**src/rtl/clk_rst_pkg.sv**
```systemverilog
// Shared clock/reset definitions used by clock_manager and the reset sequencer.
// State encoding, default bring-up timing and the per-state output map.
package clk_rst_pkg;

  localparam logic [2:0] S_PLL_RST   = 3'd0;
  localparam logic [2:0] S_WAIT_LOCK = 3'd1;
  localparam logic [2:0] S_REL_NTSC  = 3'd2;
  localparam logic [2:0] S_REL_USB   = 3'd3;
  localparam logic [2:0] S_RUN       = 3'd4;
  localparam logic [2:0] S_FAULT     = 3'd5;

  typedef enum logic [2:0] {
    PLL_RST   = S_PLL_RST,
    WAIT_LOCK = S_WAIT_LOCK,
    REL_NTSC  = S_REL_NTSC,
    REL_USB   = S_REL_USB,
    RUN       = S_RUN,
    FAULT     = S_FAULT
  } state_t;

  localparam int DEF_PLL_RST_CYCLES      = 16;
  localparam int DEF_LOCK_STABLE_CYCLES  = 1024;
  localparam int DEF_LOCK_TIMEOUT_CYCLES = 270000;
  localparam int DEF_STAGE_DELAY         = 64;
  localparam int DEF_MAX_RETRIES         = 3;

  typedef struct packed {
    logic pll_reset;
    logic rst_ntsc_n;
    logic rst_usb_n;
    logic sys_ready;
    logic fault;
  } outs_t;

  // Output levels are a pure function of the state being entered.
  function automatic outs_t outs_of(state_t s);
    outs_t o;
    o.pll_reset  = (s == PLL_RST) || (s == FAULT);
    o.rst_ntsc_n = (s == REL_NTSC) || (s == REL_USB)
                || (s == RUN);
    o.rst_usb_n  = (s == REL_USB) || (s == RUN);
    o.sys_ready  = (s == RUN);
    o.fault      = (s == FAULT);
    return o;
  endfunction

  function automatic int max_int(int a, int b);
    return (a > b) ? a : b;
  endfunction

endpackage

```
**src/rtl/pll_reset_sequencer_if.sv**
```systemverilog
// PLL supervision and domain-reset bundle.
// master = the sequencer, slave = PLL wrapper and reset consumers.
interface pll_reset_sequencer_if #(
  parameter int MAX_RETRIES = 3
);
  localparam int RW = $clog2(MAX_RETRIES + 1);

  logic          pll_locked;
  logic          sw_reset_req;
  logic          pll_reset;
  logic          rst_ntsc_n;
  logic          rst_usb_n;
  logic          sys_ready;
  logic          lock_lost;
  logic          fault;
  logic [RW-1:0] retry_cnt;

  modport master (
    input  pll_locked, sw_reset_req,
    output pll_reset, rst_ntsc_n, rst_usb_n,
    output sys_ready, lock_lost, fault, retry_cnt
  );

  modport slave (
    output pll_locked, sw_reset_req,
    input  pll_reset, rst_ntsc_n, rst_usb_n,
    input  sys_ready, lock_lost, fault, retry_cnt
  );
endinterface

```
**src/rtl/sync_2ff.sv**
```systemverilog
// 1-bit two-flop synchronizer for asynchronous level signals.
// Resets to 0 so an unknown input reads as deasserted.
module sync_2ff (
  input  logic clk_in,
  input  logic rst_n,
  input  logic d,
  output logic q
);
  logic meta;

  always_ff @(posedge clk_in or negedge rst_n) begin
    if (!rst_n) begin
      meta <= 1'b0;
      q    <= 1'b0;
    end else begin
      meta <= d;
      q    <= meta;
    end
  end
endmodule

```
**src/rtl/pll_reset_sequencer.sv**
```systemverilog
// PLL reset pulse, debounced lock wait, ordered NTSC/USB reset release.
// Lock loss after release restarts the whole sequence.
module pll_reset_sequencer
  import clk_rst_pkg::*;
#(
  parameter int PLL_RST_CYCLES      = DEF_PLL_RST_CYCLES,
  parameter int LOCK_STABLE_CYCLES  = DEF_LOCK_STABLE_CYCLES,
  parameter int LOCK_TIMEOUT_CYCLES = DEF_LOCK_TIMEOUT_CYCLES,
  parameter int STAGE_DELAY         = DEF_STAGE_DELAY,
  parameter int MAX_RETRIES         = DEF_MAX_RETRIES
) (
  input  logic                 clk_in,
  input  logic                 rst_n,
  pll_reset_sequencer_if.master bus
);
  localparam int CMAX = max_int(
    max_int(PLL_RST_CYCLES, LOCK_STABLE_CYCLES),
    max_int(LOCK_TIMEOUT_CYCLES, STAGE_DELAY));
  localparam int CW = (CMAX > 1) ? $clog2(CMAX) : 1;
  localparam int RW = $clog2(MAX_RETRIES + 1);

  typedef logic [CW-1:0] cnt_t;
  typedef logic [RW-1:0] rty_t;

  localparam cnt_t PR_LAST = cnt_t'(PLL_RST_CYCLES - 1);
  localparam cnt_t LS_LAST = cnt_t'(LOCK_STABLE_CYCLES - 1);
  localparam cnt_t TO_LAST = cnt_t'(LOCK_TIMEOUT_CYCLES - 1);
  localparam cnt_t SD_LAST = cnt_t'(STAGE_DELAY - 1);
  localparam rty_t RTY_MAX = rty_t'(MAX_RETRIES);

  state_t state;
  outs_t  outs;
  cnt_t   cnt;
  cnt_t   stab;
  rty_t   retry;
  logic   lost;
  logic   lock_s;
  logic   drop;

  function automatic cnt_t sat_inc(cnt_t v);
    return (v == '1) ? v : v + cnt_t'(1);
  endfunction

  sync_2ff u_lock_sync (
    .clk_in (clk_in),
    .rst_n  (rst_n),
    .d      (bus.pll_locked),
    .q      (lock_s)
  );

  assign drop = !lock_s
             && (state == REL_NTSC
              || state == REL_USB
              || state == RUN);

  // cnt is the per-state cycle counter (timeout in WAIT_LOCK),
  // stab the consecutive-lock counter.
  always_ff @(posedge clk_in or negedge rst_n) begin
    if (!rst_n) begin
      state <= PLL_RST;
      outs  <= outs_of(PLL_RST);
      cnt   <= '0;
      stab  <= '0;
      retry <= '0;
      lost  <= 1'b0;
    end else if (bus.sw_reset_req || drop) begin
      state <= PLL_RST;
      outs  <= outs_of(PLL_RST);
      cnt   <= '0;
      stab  <= '0;
      if (bus.sw_reset_req) retry <= '0;
      else                  lost  <= 1'b1;
    end else begin
      unique case (state)
        PLL_RST: begin
          if (cnt == PR_LAST) begin
            state <= WAIT_LOCK;
            outs  <= outs_of(WAIT_LOCK);
            cnt   <= '0;
            stab  <= '0;
          end else begin
            cnt <= sat_inc(cnt);
          end
        end
        WAIT_LOCK: begin
          if (cnt == TO_LAST) begin
            cnt  <= '0;
            stab <= '0;
            if (retry < RTY_MAX) begin
              retry <= retry + rty_t'(1);
              state <= PLL_RST;
              outs  <= outs_of(PLL_RST);
            end else begin
              state <= FAULT;
              outs  <= outs_of(FAULT);
            end
          end else if (lock_s && stab == LS_LAST) begin
            state <= REL_NTSC;
            outs  <= outs_of(REL_NTSC);
            cnt   <= '0;
            stab  <= '0;
          end else begin
            cnt  <= sat_inc(cnt);
            stab <= lock_s ? sat_inc(stab) : '0;
          end
        end
        REL_NTSC: begin
          if (cnt == SD_LAST) begin
            state <= REL_USB;
            outs  <= outs_of(REL_USB);
            cnt   <= '0;
          end else begin
            cnt <= sat_inc(cnt);
          end
        end
        REL_USB: begin
          if (cnt == SD_LAST) begin
            state <= RUN;
            outs  <= outs_of(RUN);
            cnt   <= '0;
          end else begin
            cnt <= sat_inc(cnt);
          end
        end
        RUN, FAULT: begin
        end
        default: begin
          state <= PLL_RST;
          outs  <= outs_of(PLL_RST);
          cnt   <= '0;
          stab  <= '0;
        end
      endcase
    end
  end

  assign bus.pll_reset  = outs.pll_reset;
  assign bus.rst_ntsc_n = outs.rst_ntsc_n;
  assign bus.rst_usb_n  = outs.rst_usb_n;
  assign bus.sys_ready  = outs.sys_ready;
  assign bus.fault      = outs.fault;
  assign bus.lock_lost  = lost;
  assign bus.retry_cnt  = retry;

endmodule

```
**src/flat_wrapper.sv**
```systemverilog
// flat-port wrapper written by rule: the top's interface ports become plain ports
module pll_reset_sequencer_flat import clk_rst_pkg::*;
#(
  parameter int PLL_RST_CYCLES      = DEF_PLL_RST_CYCLES,
  parameter int LOCK_STABLE_CYCLES  = DEF_LOCK_STABLE_CYCLES,
  parameter int LOCK_TIMEOUT_CYCLES = DEF_LOCK_TIMEOUT_CYCLES,
  parameter int STAGE_DELAY         = DEF_STAGE_DELAY,
  parameter int MAX_RETRIES         = DEF_MAX_RETRIES
)
  (clk_in, rst_n, bus_pll_locked, bus_sw_reset_req, bus_pll_reset, bus_rst_ntsc_n, bus_rst_usb_n, bus_sys_ready, bus_lock_lost, bus_fault, bus_retry_cnt);
  pll_reset_sequencer_if #(.MAX_RETRIES(MAX_RETRIES)) bus_i ();
  input  logic clk_in;
  input  logic rst_n;
  input wire logic [$bits(bus_i.pll_locked)-1:0] bus_pll_locked;
  input wire logic [$bits(bus_i.sw_reset_req)-1:0] bus_sw_reset_req;
  output wire logic [$bits(bus_i.pll_reset)-1:0] bus_pll_reset;
  output wire logic [$bits(bus_i.rst_ntsc_n)-1:0] bus_rst_ntsc_n;
  output wire logic [$bits(bus_i.rst_usb_n)-1:0] bus_rst_usb_n;
  output wire logic [$bits(bus_i.sys_ready)-1:0] bus_sys_ready;
  output wire logic [$bits(bus_i.lock_lost)-1:0] bus_lock_lost;
  output wire logic [$bits(bus_i.fault)-1:0] bus_fault;
  output wire logic [$bits(bus_i.retry_cnt)-1:0] bus_retry_cnt;
  assign bus_i.pll_locked = bus_pll_locked;
  assign bus_i.sw_reset_req = bus_sw_reset_req;
  assign bus_pll_reset = bus_i.pll_reset;
  assign bus_rst_ntsc_n = bus_i.rst_ntsc_n;
  assign bus_rst_usb_n = bus_i.rst_usb_n;
  assign bus_sys_ready = bus_i.sys_ready;
  assign bus_lock_lost = bus_i.lock_lost;
  assign bus_fault = bus_i.fault;
  assign bus_retry_cnt = bus_i.retry_cnt;
  pll_reset_sequencer #(.PLL_RST_CYCLES(PLL_RST_CYCLES), .LOCK_STABLE_CYCLES(LOCK_STABLE_CYCLES), .LOCK_TIMEOUT_CYCLES(LOCK_TIMEOUT_CYCLES), .STAGE_DELAY(STAGE_DELAY), .MAX_RETRIES(MAX_RETRIES)) u_core (.clk_in(clk_in), .rst_n(rst_n), .bus(bus_i));
endmodule
```
**config.mk**
```make
export PLATFORM = sky130hd
export DESIGN_NAME = pll_reset_sequencer_flat
export DESIGN_NICKNAME = d
export VERILOG_FILES = /design/src/rtl/clk_rst_pkg.sv /design/src/rtl/pll_reset_sequencer_if.sv /design/src/rtl/sync_2ff.sv /design/src/rtl/pll_reset_sequencer.sv /design/src/flat_wrapper.sv
export SDC_FILE = /design/constraint.sdc
export NUM_CORES = 1
export LEC_CHECK = 0
export ABC_AREA = 1
export CORE_ASPECT_RATIO = 1.1
export CORE_MARGIN = 8
export CORE_UTILIZATION = 40
export DETAILED_ROUTE_END_ITERATION = 12
export PLACE_DENSITY = 0.63
export REMOVE_ABC_BUFFERS = 1
export SLEW_MARGIN = 20
export SYNTH_ARGS = -nofsm -noshare
export SYNTH_HDL_FRONTEND = slang
export SYNTH_SLANG_ARGS = --single-unit
export TNS_END_PERCENT = 1
```
**constraint.sdc**
```tcl
create_clock -name clk_in -period 2 [get_ports clk_in]
set_input_delay 0.3 -clock clk_in [delete_from_list [all_inputs] [get_ports clk_in]]
set_output_delay 0.3 -clock clk_in [all_outputs]
set_load 0.005 [all_outputs]
```
==> flow_summary.ini, run 1 <==
[timing]
fmax_ghz = 0.534
fin_tns_setup_ns = 0
post-route-period-util_pct = 93.6
slew_headroom_pct = 72.5
rsz0062_at_grt = true
finalSetupViolCount = 0
layout_min_cycle_time_ns = 1.87
tightest_slew_ns = 0.409
finalMaxSlewViolations = 0
skew_ns = 0.0146
hold_viol = 0

[place]
dpl_cell_area_um2 = 3890
globalplace.congestion = 0.918
dp_hpwl_um = 6970
portBuffers = 11

[drt]
drt_iter0_drc = 161
viasPerCell = 5.15
dr.pass1.iters = 5
totalWireLength_um = 9250
wl_per_cell_um = 13.7
ant_nets = 0
drcViolationCount = 0
route.vias.total = 3487

[clocking]
cts_sinks = 51
cts-buffers-inserted = 5
clk_path_buf_depth = 2
cts_root_buffer = clkbuf_8
clkLatencyLatePin_ns = 0.31
clk_pin_slew_worst_paths_ns = 0.10
cts_tree = yes
htree_levels = 2

[floorplanning]
die_x_um = 106
rows = 36
dieArea_um2 = 12200
io_pins = 12
chipHeight_um = 115
core_um2 = 8780
start_util_pct = 40.6

[final_layout]
num-nets-final = 569
post-route-cell-area_um2 = 4020
seq_area_um2 = 1280
fill_cells = 901
multiInputGateArea_um2 = 2040
diodes = 0
syn_to_final_growth_pct = 12.6
layout-drive-gt1-share_pct = 11.7

[synthesis]
synth_top_family_by_area = simple AND/OR/NAND/NOR gates
yosysWarnings = 0
synth_cell_types = 36
synth_area_um2 = 3570
syn-instance-count = 532
async_reset_ff_share_pct = 100
muxShareOfSynthArea_pct = 0.281
synth_xor_area_share_pct = 4.67
avgSynthCellArea_um2 = 6.71
synth_edf_count = 0
ys_ff_latch = 51
yosysTopAreaCellShare_pct = 35.1
synth.area.top_cells = dfrtp_1 35%, nand2_1 20%, nor2_1 7.5%
yosysTopAreaCell = dfrtp_1
synthSimpleGateAreaFrac_pct = 45.0
synth_common_cells = 193 x nand2_1, 71 x nor2_1, 50 x dfrtp_1
synth_adder_area_share_pct = 1.05
synth-main-ff-cell = dfrtp_1
synth_compound_area_share_pct = 5.61
yosysMostFrequentCell = nand2_1
synth-seq-area-share_pct = 35.8

[power_and_ir_drop]
cellLeakagePower_uw = 0.00195
p_total_uw = 2850
ir_drop_mv = 0.379
powerDensity_nw_per_um2 = 711

[grt]
grt-ovfl-total = 0
grt_first_pass_wirelength_um = 15500
antenna_found_initial = 0
grt_max_degree = 24
grt_use_total_pct = 15.4
grt_pass1_vias = 3335

[critical_path]
critical_path_peak_fanout = 5
cp_cell_sequence = nor2_2 -> nand2_1 -> nor2_1 -> nand3_1 -> nand2_1 -> nand2_1 -> nand2_1 -> nand2_1 -> nor2_2 -> nand2_1 -> nand2_1
arrival_ns = 2.12
rr_worst_depth = 11
crit_required_ns = 2.25
crit_path_end_kind = register
crit_slowest_cell = dfrtp_1
cp_slowest_stage_delay_ns = 0.44
startpoint_type = register
cp_common_cell = nand2_1
worstSetupPathType = register to register

[worst_hold_path]
hold_depth = 0
hold_class = register to register

[job]
maxCapViolations = 0

[run_status]
status = finished clean
==> final timing paths <==
| path | from | end | slack, ns |
|---|---|---|---|
| worst max-delay path | u_core.cnt[15] | u_core.bus.rst_ntsc_n | 0.13 |
| worst min-delay path | u_core.u_lock_sync.meta | u_core.u_lock_sync.q | 0.36 |
| worst max register to register | u_core.cnt[15] | u_core.bus.rst_ntsc_n | 0.13 |
| worst min register to register | u_core.u_lock_sync.meta | u_core.u_lock_sync.q | 0.36 |
| max in group asynchronous | rst_n | u_core.stab[15] | 1.03 |
| min in group asynchronous | rst_n | u_core.bus.sys_ready | 0.42 |
==> cells in the final DEF (no fill, tap or decap), types with 2 or more instances in the layout <==
cell type and count:
a21oi_1 5, buf_4 18, clkbuf_8 5, clkdlybuf4s50_1 10, dfrtp_1 50, ha_1 2
inv_1 48, inv_2 4, nand2_1 193, nand2_2 7, nand3_1 35, nand3_2 9
nand3b_1 2, nand4_1 20, nor2_1 68, nor2_2 10, nor2_4 2, nor3_1 13
o21ai_0 20, o21bai_1 2, xnor2_1 2, xor2_1 17
==> layer usage <==
metal  part of all wire (%)  vias up  GRT usage (%)
li1                       -     1746              -
met1                     44     1650           18.2
met2                     51       72           27.6
met3                    3.3       19           2.24
met4                    1.7        0           5.35
met5                      0        -              0
==> per-stage QoR <==
step,hold slack (ns),util [%],worst slack [ns],cells
finish,0.360,45.7,0.129,677
global route,0.374,45.7,-0.0252,677
CTS,0.367,45.4,0.0630,676
detailed placement,0.225,44.3,0.0897,667
global placement,0.226,44.3,0.139,667
floorplan,0.00441,-,0.264,524
==> repair_timing <==
action                                 4_1_cts  5_1_grt
resized for setup                            0        7
endpoints found under the hold margin       11        0
setup endpoints to repair                    0       35
hold buffers                                 1        0
buffers inserted                             0        1
==> where the power goes <==
group          switching [uW]  internal, uW  leakage, uW
combinational             703           365      0.00121
sequential               68.9          1120     0.000696
clock                     349           246    0.0000412
==> state kept, by name, indices dropped and copies added, names as in the netlist <==
signal / count
u_core.bus.retry_cnt: 2
u_core.state: 3
u_core.u_lock_sync.meta: 1
u_core.bus.sys_ready: 1
u_core.bus.rst_ntsc_n: 1
u_core.cnt: 19
u_core.bus.lock_lost: 1
u_core.stab: 19
u_core.bus.rst_usb_n: 1
u_core.bus.pll_reset: 1
u_core.u_lock_sync.q: 1
u_core.bus.fault: 1
==> layout make-up <==
type,count,area share (%)
multi-input combinational,420,50.8
sequential,51,31.8
timing repair buffer,31,6.73
inverter,53,4.95
tap,114,3.55
clock buffer,6,1.81
clock inverter,2,0.312
==> cells by family (layout without fill, tap and decap cells) <==
group | count (synthesis) | in the layout
AND/OR/NAND/NOR | 363 | 363
buffers and inverters | 61 | 92
flip-flops | 51 | 51
AO/OA/AOI/OAI | 34 | 34
XOR/XNOR | 19 | 19
adder cells (fa/ha/maj) | 3 | 3
multiplexers | 1 | 1
==> worst max-delay path: cells and delay by family (launching register included) <==
kind	cells	cell delay [ns]
and+or+nand+nor	11	1.37
DFF	1	0.44
No activity file was read; power rests on OpenSTA's default activity.
==> run 2: changes to the inputs <==
--- a/config.mk
+++ b/config.mk
@@ -5,7 +5,6 @@
 export SDC_FILE = /design/constraint.sdc
 export NUM_CORES = 1
 export LEC_CHECK = 0
-export ABC_AREA = 1
 export CORE_ASPECT_RATIO = 1.1
 export CORE_MARGIN = 8
 export CORE_UTILIZATION = 40
==> run 2 against run 1 <==
The flow now finishes with violations (negative setup slack). Sequential power is 5% lower. Total power is 1.5% lower. Final cell count is 19% lower. Die area is 11% lower. Maximum frequency is 19% lower. Sequential share of layout area is 1.9 points lower. Global-route usage is 0.38 points higher. Non-clock buffer count is 68 higher. Flip-flop and latch count stayed put. Largest power group unchanged.
==> flow_summary.ini, run 2 <==
[timing]
layout_min_cycle_time_ns = 2.30
tightest_slew_ns = 0.381
skew_ns = 0.0100
fmax_ghz = 0.435
finalSetupViolCount = 47
setup_ws_ns = -0.300
hold_viol = 0
slew_headroom_pct = 74.5
post-route-period-util_pct = 115
finalMaxSlewViolations = 0
rsz0062_at_grt = true

[final_layout]
mostFrequentLayoutCells = 82 x buf_4, 50 x dfrtp_1, 37 x nand3_1, 31 x nor2_1, 30 x nand2_1
fill_cells = 651
layout-drive-gt1-share_pct = 31.3
syn_to_final_growth_pct = 37.8
post-route-cell-area_um2 = 4270
final_common_cell = buf_4
num-nets-final = 450
final_cell_count_no_fill = 549
top_regs = u_core.cnt: 19 flops, u_core.stab: 19 flops, u_core.state: 3 flops
diodes = 0

[synthesis]
yosysTopAreaCell = dfrtp_1
ys_ff_latch = 51
avgSynthCellArea_um2 = 8.70
syn-instance-count = 356
synth_cell_types = 64
synth_area_um2 = 3100
synth.area.top_cells = dfrtp_1 40%, nand3_1 6.1%, nand2_1 3.9%
yosysMostFrequentCell = dfrtp_1
yosysTopAreaCellShare_pct = 40.4
yosysWarnings = 0
synth_edf_count = 0
synth_common_cells = 50 x dfrtp_1, 38 x nand3_1, 32 x nand2_1, 32 x nor2_1, 23 x inv_1
async_reset_ff_share_pct = 100
synth-seq-area-share_pct = 41.2
synth-main-ff-cell = dfrtp_1

[drt]
ant_nets = 0
totalWireLength_um = 8570
wl_per_cell_um = 15.6
dr.pass1.iters = 5
route.vias.total = 3049
drcViolationCount = 0
viasPerCell = 5.55
drt_iter0_drc = 154

[critical_path]
worstPathBufferInverterCount = 0
cp_slowest_stage_delay_ns = 0.56
startpoint_type = register
rr_worst_depth = 6
crit_required_ns = 2.21
critical_path_peak_fanout = 4
r2r_start = u_core.cnt[15]
worstSetupPathType = register to register
reg2reg_slack_ns = -0.30
crit_path_end_kind = register
arrival_ns = 2.51
cp_top_family = simple AND/OR/NAND/NOR gates
crit_slowest_cell = or4_4
r2r-end = u_core.state[0]
cp_cell_sequence = or4_4 -> nand4bb_4 -> o41ai_4 -> o211ai_2 -> nand2_2 -> mux2_4

[place]
numPlacedInstances = 539
dpl_cell_area_um2 = 3930
globalplace.congestion = 0.839
portBuffers = 11
dp_hpwl_um = 6110

[grt]
grt_pass1_vias = 3037
grt_use_total_pct = 15.8
grt_max_degree = 29
grt_first_pass_wirelength_um = 14100
grt-ovfl-total = 0
antenna_found_initial = 0

[clocking]
clk_pin_slew_worst_paths_ns = 0.11
htree_levels = 2
cts-buffers-inserted = 5
cts_tree = yes
clk_path_buf_depth = 2
clkLatencyLatePin_ns = 0.31
cts_root_buffer = clkbuf_8
cts_sinks = 51

[power_and_ir_drop]
internal_power_uw = 1860
p_sw_share_pct = 33.9
pwr-share-comb_pct = 36.8
switchingPower_uw = 953
seqPwrFrac_pct = 40.2
ir_drop_mv = 0.688
powerDensity_nw_per_um2 = 658
clock_power_share_pct = 23.1
cellLeakagePower_uw = 0.00185

[run_status]
status = finished with violations
violations = negative setup slack

[job]
maxCapViolations = 0

[floorplanning]
start_util_pct = 41.5
die_x_um = 99.9
io_pins = 12
core_um2 = 7470
chipHeight_um = 108
rows = 33
dieArea_um2 = 10800

[worst_hold_path]
min_to = u_core.u_lock_sync.q
min-delay-start = u_core.u_lock_sync.meta
hold_depth = 0
hold_class = register to register
-- run 2: cell types whose count changed after synthesis, sizes merged, moves of 6 or more --
cell,previous run,this run
clkbuf,1,14
inv,52,23
or3,0,8
nor2,80,32
and3,0,9
o211ai,1,9
nand2,201,32
nor3,14,8
xor2,17,1
a31oi,0,14
nand3,45,39
nand4,20,9
nor4,0,7
-- run 2: worst max path at each step --
stage	start	to	depth (start not counted)	slack, ns
after floorplan	u_core.u_lock_sync.q	u_core.cnt[5]	5	-0.86
after global placement	u_core.cnt[15]	u_core.state[0]	6	-0.27
after detailed placement	u_core.cnt[15]	u_core.state[0]	6	-0.37
after CTS	u_core.cnt[15]	u_core.state[0]	6	-0.30
after global routing	u_core.cnt[15]	u_core.state[0]	6	-0.37
final	u_core.cnt[15]	u_core.state[0]	6	-0.30
-- run 2: kinds of logic after synthesis --
family | Yosys count | share of synthesized area (%)
buffers and inverters | 42 | 5.78
XOR/XNOR | 1 | 0.283
multiplexers | 8 | 2.67
adder cells (fa/ha/maj) | 3 | 1.21
AND/OR/NAND/NOR | 165 | 28.6
AO/OA/AOI/OAI | 86 | 20.2
flip-flops | 51 | 41.2
-- run 2: what timing repair did --
action | in CTS | in global routing
setup endpoints to repair | 47 | 48
cloned | 0 | 0
buffers inserted | 0 | 1
hold buffers | 1 | 0
pin swaps | 6 | 12
hold endpoints to repair | 7 | 0
resized for setup | 12 | 24
-- run 2: layer usage --
metal / part of all wire (%) / routed length [um] / GRT usage, % / vias up
met5: 0 / 0 / 0 / -
met4: 1.2 / 101 / 4.76 / 0
met2: 52 / 4450 / 27.7 / 61
li1: - / - / - / 1492
met1: 44 / 3790 / 19.2 / 1486
met3: 2.7 / 235 / 2.76 / 10
-- run 2: per-stage QoR --
stage | total power, uW | TNS, ns | setup slack [ns] | hold slack, ns | util (%)
global route | 2960 | -12.46 | -0.372 | 0.386 | 57.1
global placement | 2000 | -8.90 | -0.268 | 0.187 | 52.6
floorplan | 1560 | -17.45 | -0.855 | 0.00441 | -
finish | 2810 | -8.38 | -0.300 | 0.367 | 57.1
CTS | 2730 | -11.77 | -0.303 | 0.368 | 55.0
detailed placement | 2030 | -11.97 | -0.366 | 0.183 | 52.6
-- run 2: final cells by class --
| class | count | area (um^2) | share of cell area, % |
|---|---|---|---|
| repair buffers | 99 | 813 | 19.0 |
| flip-flops and latches | 51 | 1280 | 29.9 |
| well taps | 105 | 131 | 3.08 |
| clock inverters | 3 | 28.8 | 0.674 |
| inverters | 23 | 86.3 | 2.02 |
| multi-input cells | 263 | 1860 | 43.7 |
| clock buffers | 5 | 68.8 | 1.61 |
-- run 2: power groups by stage --
stage	clock [uW]	combinational, uW	sequential [uW]
2_1_floorplan	0	399	1170
3_3_place_gp	0	859	1140
3_5_place_dp	0	878	1150
4_1_cts	678	921	1130
5_1_grt	705	1120	1140
6_report	649	1030	1130
-- run 2: worst reg2reg max path, cell delays in order (launching register included) --
cell and delay [ns]:
dfrtp_1 0.39, or4_4 0.56, nand4bb_4 0.28, o41ai_4 0.32, o211ai_2 0.19, nand2_2 0.14
mux2_4 0.30
==> run 3: changes to the inputs <==
==> constraint.sdc (replaced) <==
create_clock -name clk_in -period 2 [get_ports clk_in]
set_input_delay 0.4 -clock clk_in [delete_from_list [all_inputs] [get_ports clk_in]]
set_output_delay 0.4 -clock clk_in [all_outputs]
set_load 0.005 [all_outputs]
==> run 3 against run 2 <==
Combinational power fell by 6%. Clock power up 12%. Via count is 0.30% lower. Largest power group unchanged. Wire length shrank 4.8%. Die area stayed put. Worst hold slack got worse by 0.34 ns. Highest routed layer unchanged. First-iteration DRC count is 2.6% lower. The flow still finishes with violations (negative setup slack). Register-to-register slack hardly changed. Final cell count shrank 0.36%. Sequential share of layout area increased by 0.82 points. Clock skew is 0.010 ns higher. Count of clock-buffer cells in the layout rose by 1.
==> flow_summary.ini, run 3 (synthesized netlist as in run 2, its figures left out) <==
[timing]
post-route-period-util_pct = 115
finalMaxSlewViolations = 0
slew_headroom_pct = 70.2
rsz0062_at_grt = true
hold_viol = 0
finalSetupViolCount = 47
layout_min_cycle_time_ns = 2.30
fmax_ghz = 0.434
setup_ws_ns = -0.302
skew_ns = 0.0202
hold_slack_ns = 0.0257
tightest_slew_ns = 0.448

[final_layout]
syn_to_final_growth_pct = 34.3
final_util_pct = 55.7
seq_area_um2 = 1280
fill_cells = 682
mostFrequentLayoutCells = 81 x buf_4, 49 x dfrtp_1, 37 x nand3_1, 32 x nor2_1, 31 x nand2_1
final_common_cell = buf_4
multiInputGateArea_um2 = 1760
top_regs = u_core.cnt: 19 flops, u_core.stab: 19 flops, u_core.state: 3 flops
post-route-cell-area_um2 = 4160
num-nets-final = 448
layout-drive-gt1-share_pct = 29.0
diodes = 0

[floorplanning]
dieArea_um2 = 10800
rows = 33
chipHeight_um = 108
io_pins = 12
start_util_pct = 41.5
die_x_um = 99.9
core_um2 = 7470

[critical_path]
rr_worst_depth = 7
worstSetupPathType = register to register
cp_top_family = simple AND/OR/NAND/NOR gates
cp_slowest_stage_delay_ns = 0.54
worstPathBufferInverterCount = 1
critical_path_peak_fanout = 17
crit_path_end_kind = register
arrival_ns = 2.49
r2r-end = u_core.cnt[6]
reg2reg_slack_ns = -0.30
r2r_start = u_core.cnt[17]
cp.depth = 7
crit_slowest_cell = or4_4
startpoint_type = register
cp_cell_sequence = or4_4 -> nand4bb_4 -> o31ai_2 -> o211ai_4 -> buf_12 -> a22oi_1 -> o31ai_1
crit_required_ns = 2.18

[run_status]
status = finished with violations
violations = negative setup slack

[worst_hold_path]
hold_class = input port to asynchronous set/reset pin

[clocking]
cts_tree = yes
cts_root_buffer = clkbuf_8
clk_pin_slew_worst_paths_ns = 0.09
htree_levels = 2
cts-buffers-inserted = 5
clk_path_buf_depth = 2
cts_sinks = 51
clkLatencyLatePin_ns = 0.32

[job]
maxCapViolations = 0

[grt]
grt_max_degree = 35
grt_first_pass_wirelength_um = 14200
grt_use_total_pct = 15.8
antenna_found_initial = 0
grt_pass1_vias = 3010
grt-ovfl-total = 0

[place]
dp_hpwl_um = 5990
dpl_cell_area_um2 = 3910
globalplace.congestion = 0.823
pre_cts_ws_ns = -0.336
portBuffers = 11

[drt]
drcViolationCount = 0
drt_iter0_drc = 150
dr.pass1.iters = 5
ant_nets = 0
totalWireLength_um = 8160
wl_per_cell_um = 14.9
viasPerCell = 5.56
route.vias.total = 3040

[power_and_ir_drop]
powerDensity_nw_per_um2 = 679
ir_drop_mv = 0.434
cellLeakagePower_uw = 0.00182
## run 3: stage by stage
stage	instances	setup TNS [ns]	total power (uW)
floorplan	337	-17.45	1560
global placement	536	-8.84	2000
detailed placement	536	-11.40	2020
CTS	544	-10.08	2790
global route	547	-12.24	2980
finish	547	-8.86	2830
## run 3: what timing repair did
item | in CTS | in global routing
gates cloned | 0 | 0
setup endpoints to repair | 47 | 47
hold buffers | 0 | 0
pin swaps | 8 | 13
gates resized for setup | 12 | 16
buffers inserted | 0 | 3
## run 3: how the worst max path moves through the flow
stage,from,to
3_5_place_dp,u_core.cnt[15],u_core.state[0]
5_1_grt,u_core.cnt[17],u_core.cnt[1]
6_report,u_core.cnt[17],u_core.cnt[6]
3_3_place_gp,u_core.cnt[15],u_core.state[0]
2_1_floorplan,u_core.u_lock_sync.q,u_core.cnt[5]
4_1_cts,u_core.cnt[15],u_core.cnt[6]
## run 3: layout make-up
cell class / instances / area share (%)
inverter: 23 / 2.08
tap: 105 / 3.16
timing repair buffer: 97 / 19.1
multi-input combinational: 263 / 42.3
clock buffer: 6 / 1.74
sequential: 51 / 30.7
clock inverter: 2 / 0.902
## run 3: per-layer routing
layer	share of wire [%]	vias up	wire length, um	GRT usage [%]
met5	0	-	0	0
met4	1.8	0	143	5.09
met3	2.9	14	233	2.44
met2	49	56	4030	27.1
met1	46	1483	3760	20.0
li1	-	1487	-	-
## run 3: where the power goes
part           total (uW)  internal, uW  switching, uW
combinational         969           482            487
sequential           1130          1090           33.4
clock                 729           374            355
total                2830          1950            875
## run 3: worst reg2reg max path: stages (launching register included)
cell	delay [ns]
dfrtp_1	0.40
or4_4	0.54
nand4bb_4	0.28
o31ai_2	0.33
o211ai_4	0.17
buf_12	0.18
a22oi_1	0.17
o31ai_1	0.12
